**config.mk**
```make
export PLATFORM = sky130hd
export DESIGN_NAME = array_port_sequencer
export DESIGN_NICKNAME = d
export VERILOG_FILES = /design/src/rtl/array_port_sequencer.sv
export SDC_FILE = /design/constraint.sdc
export NUM_CORES = 1
export LEC_CHECK = 0
export CORE_ASPECT_RATIO = 0.5
export CORE_MARGIN = 2
export CORE_UTILIZATION = 25
export DETAILED_ROUTE_END_ITERATION = 10
export GPL_TIMING_DRIVEN = 0
export SLEW_MARGIN = 20
export SYNTH_ARGS = -nofsm -noshare
export SYNTH_HDL_FRONTEND = slang
export SYNTH_SLANG_ARGS = --single-unit
```
**constraint.sdc**
```tcl
create_clock -name clk -period 2.3 [get_ports clk]
set_clock_uncertainty 0.1 [all_clocks]
set_input_delay 0.69 -clock clk [delete_from_list [all_inputs] [get_ports clk]]
set_output_delay 0.69 -clock clk [all_outputs]
set_load 0.01 [all_outputs]
```
**src/rtl/array_port_sequencer.sv**
```systemverilog
// array_port_sequencer: stream-to-array scheduler for a 2-D array datapath.
// Elements arrive one per valid/ready handshake, fill the load registers row-major and drive
// arr_a_o. After the last element, one EXEC cycle captures arr_b_i into the result registers,
// which are then streamed out one element per handshake. The datapath never sees a partial frame.
//
// Ports:
//   clk, rst        clock (rising edge) and synchronous active-high reset
//   in_valid_i      producer element valid
//   in_ready_o      sequencer accepts an element (high only while loading)
//   in_data_i       input element, row-major order
//   out_valid_o     result element valid (high only while draining)
//   out_ready_i     consumer accepts an element
//   out_data_o      result element, row-major order
//   out_last_o      high with the final element (index DIM0*DIM1-1)
//   arr_a_o         load registers presented to the datapath
//   arr_b_i         datapath result (combinational)
//   busy_o          high in EXEC or DRAIN
//
// Optional feature, enabled by defining ARRAY_SEQ_LAST_EN:
//   in_last_i       marks the final element of a frame; an early in_last zero-fills the rest
//   frame_err_o     sticky framing error (early in_last, or missing in_last on the last element)
module array_port_sequencer #(
  parameter int unsigned WIDTH = 4,
  parameter int unsigned DIM0  = 3,
  parameter int unsigned DIM1  = 2
) (
  input  logic                                  clk,
  input  logic                                  rst,
  input  logic                                  in_valid_i,
  output logic                                  in_ready_o,
  input  logic [WIDTH-1:0]                      in_data_i,
`ifdef ARRAY_SEQ_LAST_EN
  input  logic                                  in_last_i,
  output logic                                  frame_err_o,
`endif
  output logic                                  out_valid_o,
  input  logic                                  out_ready_i,
  output logic [WIDTH-1:0]                      out_data_o,
  output logic                                  out_last_o,
  output logic [DIM0-1:0][DIM1-1:0][WIDTH-1:0] arr_a_o,
  input  logic [DIM0-1:0][DIM1-1:0][WIDTH-1:0] arr_b_i,
  output logic                                  busy_o
);

  localparam int unsigned N    = DIM0 * DIM1;
  localparam int unsigned IdxW = (N > 1) ? $clog2(N) : 1;
  localparam logic [IdxW-1:0] LastIdx = IdxW'(N - 1);

  typedef enum logic [1:0] {StLoad, StExec, StDrain} state_e;

  state_e state_q, state_d;

  logic [IdxW-1:0]            idx_q;
  // Flat row-major storage: element k sits at [k / DIM1][k % DIM1] of the packed array.
  logic [N-1:0][WIDTH-1:0]    load_q;
  logic [N-1:0][WIDTH-1:0]    res_q;

  logic in_hs, out_hs, at_last, frame_end, drain_end;

  assign in_hs     = in_valid_i && in_ready_o;
  assign out_hs    = out_valid_o && out_ready_i;
  assign at_last   = (idx_q == LastIdx);
`ifdef ARRAY_SEQ_LAST_EN
  assign frame_end = in_hs && (at_last || in_last_i);
`else
  assign frame_end = in_hs && at_last;
`endif
  assign drain_end = out_hs && at_last;

  assign arr_a_o = load_q;

  // State register
  always_ff @(posedge clk) begin
    if (rst) begin
      state_q <= StLoad;
    end else begin
      state_q <= state_d;
    end
  end

  // Next-state logic
  always_comb begin
    state_d = state_q;
    unique case (state_q)
      StLoad:  if (frame_end) state_d = StExec;
      StExec:  state_d = StDrain;
      StDrain: if (drain_end) state_d = StLoad;
      default: state_d = StLoad;
    endcase
  end

  // Outputs depend only on registered state, so out_valid_o has no path from out_ready_i.
  always_comb begin
    in_ready_o  = (state_q == StLoad);
    out_valid_o = (state_q == StDrain);
    busy_o      = (state_q == StExec) || (state_q == StDrain);
    out_last_o  = (state_q == StDrain) && at_last;
    out_data_o  = '0;
    if (state_q == StDrain) begin
      for (int unsigned k = 0; k < N; k++) begin
        if (idx_q == IdxW'(k)) out_data_o = res_q[k];
      end
    end
  end

  // Index, load and result registers
  always_ff @(posedge clk) begin
    if (rst) begin
      idx_q  <= '0;
      load_q <= '0;
      res_q  <= '0;
    end else begin
      unique case (state_q)
        StLoad: begin
          if (in_hs) begin
            for (int unsigned k = 0; k < N; k++) begin
              if (idx_q == IdxW'(k)) begin
                load_q[k] <= in_data_i;
`ifdef ARRAY_SEQ_LAST_EN
              end else if (in_last_i && (IdxW'(k) > idx_q)) begin
                // Early end of frame: entries beyond the last accepted one read as zero.
                load_q[k] <= '0;
`endif
              end
            end
            idx_q <= frame_end ? '0 : idx_q + 1'b1;
          end
        end
        StExec: res_q <= arr_b_i;
        StDrain: begin
          if (out_hs) idx_q <= drain_end ? '0 : idx_q + 1'b1;
        end
        default: ;
      endcase
    end
  end

`ifdef ARRAY_SEQ_LAST_EN
  logic frame_err_q;

  // Error when in_last disagrees with the element position.
  always_ff @(posedge clk) begin
    if (rst) begin
      frame_err_q <= 1'b0;
    end else if (in_hs && (in_last_i != at_last)) begin
      frame_err_q <= 1'b1;
    end
  end

  assign frame_err_o = frame_err_q;
`endif

endmodule

```
==> impl_results.md <==
- Status: finished with violations
- Violations in the final reports: negative setup slack
- Initial DRC count: 117
- Placed Area: 3180 sq um
- Design Power: 1.91 mW
- Worst EP arrival: 1.83 ns
- Clock tree buffer depth: 2
- Post-synthesis compound-gate area fraction: 9.93%
- Critical path's top delay family: compound AO/OA/AOI/OAI gates
- I/O pin cnt: 64
- Antenna violations before repair: 0
- FF/Latch Area: 1070 sq um
- Crit path max fanout: 4
- Fin crit period: 2.62 ns
- Simple-gate area share of the yosys netlist: 15.4%
- Die area: 10400 sq um
- Setup Viol. Count Final: 5
- Vert. Die Dim: 73.2 um
- Clock sinks: 53
- Cell variety after synth: 27
- Initial DRT Pass Iterations: 4
- Main combinational cell family by area after synthesis: multiplexers
- Setup ws final: -0.323 ns
- Required time worst endpoint: 1.51 ns
- Hold/Removal Path Class: register to register
- H-Tree Depth: 2
- Clock Pin Slew Worst Setup and Hold Paths: 0.07 ns
- Initial core utilization: 25.5%
- Root buf cell: clkbuf_16
- All-Layer GR Usage: 12.9%
- Inserted Diodes: 0
- Setup Crit Path Kind: register to output port
- Multi-input logic area: 1350 sq um
- Critical Path Slowest Stage Cell: dfxtp_4
- CP max stage delay: 0.37 ns
- Final Max Tran Viols: 0
- Rel. slew slack: 67.2%
- Synth-to-Final Area Change: 49.3%
- PD cells: 534 nW/um^2
- Dpl hpwl: 4490 um
- Worst skew pair latency: 0.28 ns
- Internal: 1.46 mW
- Bufs and invs on worst path: 1
- Placed Cells: 431
- First-pass GRT wire length: 10300 um
- Post-synthesis mux area share: 20.1%
- Hold WS: 0.395 ns
- Post-Synthesis Cells: 249
- Maximum VDD drop: 0.000350 V
- CP startpoint kind: register
- Reg power frac: 49.3%
- Net Switching: 0.452 mW
- Port-buffer cells: 61
- Via count: 2055
- Async SR Flop Fraction: 0%
- Final worst path period share: 114%
- Worst Setup End Kind: output port
- Pin count of the biggest net entering global routing: 18
- Commonest non-fill, non-tap cell in the layout: clkdlybuf4s50_1
- Die width: 142 um
- YS warnings: 0
- Power share of the clock group: 39.0%
- XOR/XNOR Fraction of Synth Area: 0%
- CTS buffer count: 5
- Number of synthesized flops with an enable pin: 0
- CP Cell Sequence: ha_4 > ha_4 > or2_4 > a221o_1 > a21oi_2 > buf_2
- Fin. Hold Viols: 0
- Max-cap violations: 0
- Synth Register Bits: 53
- CTS tree: built
- Synth Cell Area: 2390 sq um
- Final nets: 371
- Top cell by count, worst path: ha_4
- FP Rows: 25
- Worst-Margin Slew: 0.492 ns
- F_max: 0.381 GHz
- Sw Share: 23.7%
- Final Routed Wirelength: 6450 um
- Layout cells sized above 1: 17.3%
- Pleak: 1.41 nW
- Mean routed wirelength per cell: 14.3 um
- Fillers: 949
- Combinational Power Share: 11.7%
- Syn_area_per_cell: 9.62 sq um
- Post-synthesis adder-cell area fraction: 5.22%
- Non-filler cells, final: 451
- Design area: 3580 sq um
- Sequential element share of the synthesized area: 44.3%
- Pre-CTS WS: -0.737 ns
- Number of global-route vias before repair: 2107
- DRT antenna net count: 0
- Via density: 4.56
- Synth Flop Type: dfxtp_1
- Syn nets: 291
- Core area: 9380 sq um
- Residual DRC: 0
- Unrepaired setup endpoints after global routing: yes
- Routability cong.: 0.737
- Commonest non-fill, non-tap cells in the layout: clkdlybuf4s50_1, nor2_1, dfxtp_1
- Global route overflow: 0
[logic make-up after synthesis]
group,count (synthesis)
simple gates,76
flops,53
mux,48
compound gates,36
buf+inv,26
fa+ha+maj,10
[worst paths after layout]
| kind | start | endpoint | slack [ns] | depth (start not counted) |
|---|---|---|---|---|
| setup / recovery | idx_q[0] | out_data_o[2] | -0.32 | 6 |
| hold / removal | arr_a_o[5] | arr_a_o[5] | 0.40 | 2 |
| hold reg to reg | arr_a_o[5] | arr_a_o[5] | 0.40 | 2 |
| setup reg to reg | state_q[1] | arr_a_o[11] | 0.50 | 6 |
[power groups by stage]
| stage | Sequential [mW] | Clock (mW) | Combinational [mW] |
|---|---|---|---|
| detailed placement | 0.962 | 0 | 0.191 |
| CTS | 0.941 | 0.768 | 0.221 |
| floorplan | 0.965 | 0 | 0.0849 |
| finish | 0.941 | 0.745 | 0.224 |
| global placement | 0.962 | 0 | 0.191 |
| global route | 0.942 | 0.805 | 0.243 |
[repair_timing]
item / in CTS / in global routing
gates resized for setup: 58 / 3
pin swaps: 11 / 4
buffers inserted: 8 / 3
setup endpoints to repair: 7 / 6
hold buffers: 0 / 0
cloned: 1 / 0
[cell usage after synthesis, types with 5 or more instances]
master	count	area share [%]
buf_2	6	1.3
dfxtp_1	53	44
a21oi_1	15	3.1
nand3b_1	5	1.6
inv_1	9	1.4
nand4b_1	5	1.8
nor2_1	49	7.7
nand2_1	5	0.78
clkbuf_1	6	0.94
o31ai_1	5	1.6
ha_1	10	5.2
mux2i_1	48	20
o2bb2ai_1	5	1.8
[layer usage]
metal | global-route usage, % | up-vias | share of wire (%)
met5 | 0 | - | 0
met4 | 4.62 | 0 | 1.6
met3 | 2.89 | 8 | 4.3
met2 | 21.7 | 34 | 48
met1 | 16.4 | 987 | 46
li1 | - | 1026 | -
[cell type report]
class	instances	area share (%)
multi-input cells	170	37.7
flip-flops and latches	53	30.0
plain buffers	17	3.15
repair buffers	73	19.8
clock inverters	3	0.595
clock buffers	5	3.50
inverters	9	1.01
well taps	121	4.23
[worst min-delay path: cells and delay by family (launching register included)]
| kind | cells | cell delay [ns] |
|---|---|---|
| flops | 1 | 0.33 |
| mux | 1 | 0.06 |
| simple gates | 1 | 0.07 |
[registers in the layout, summed over array words and instances (netlist names)]
name	count
arr_a_o	24
idx_q	3
res_q	24
state_q	2
[through the flow]
stage	utilization [%]	TNS (ns)
2_1_floorplan	-	0
3_3_place_gp	33.9	-3.00
3_5_place_dp	33.9	-3.00
4_1_cts	37.8	-1.19
5_1_grt	38.1	-1.53
6_report	38.1	-1.22
(Power assumes the default switching activity.)
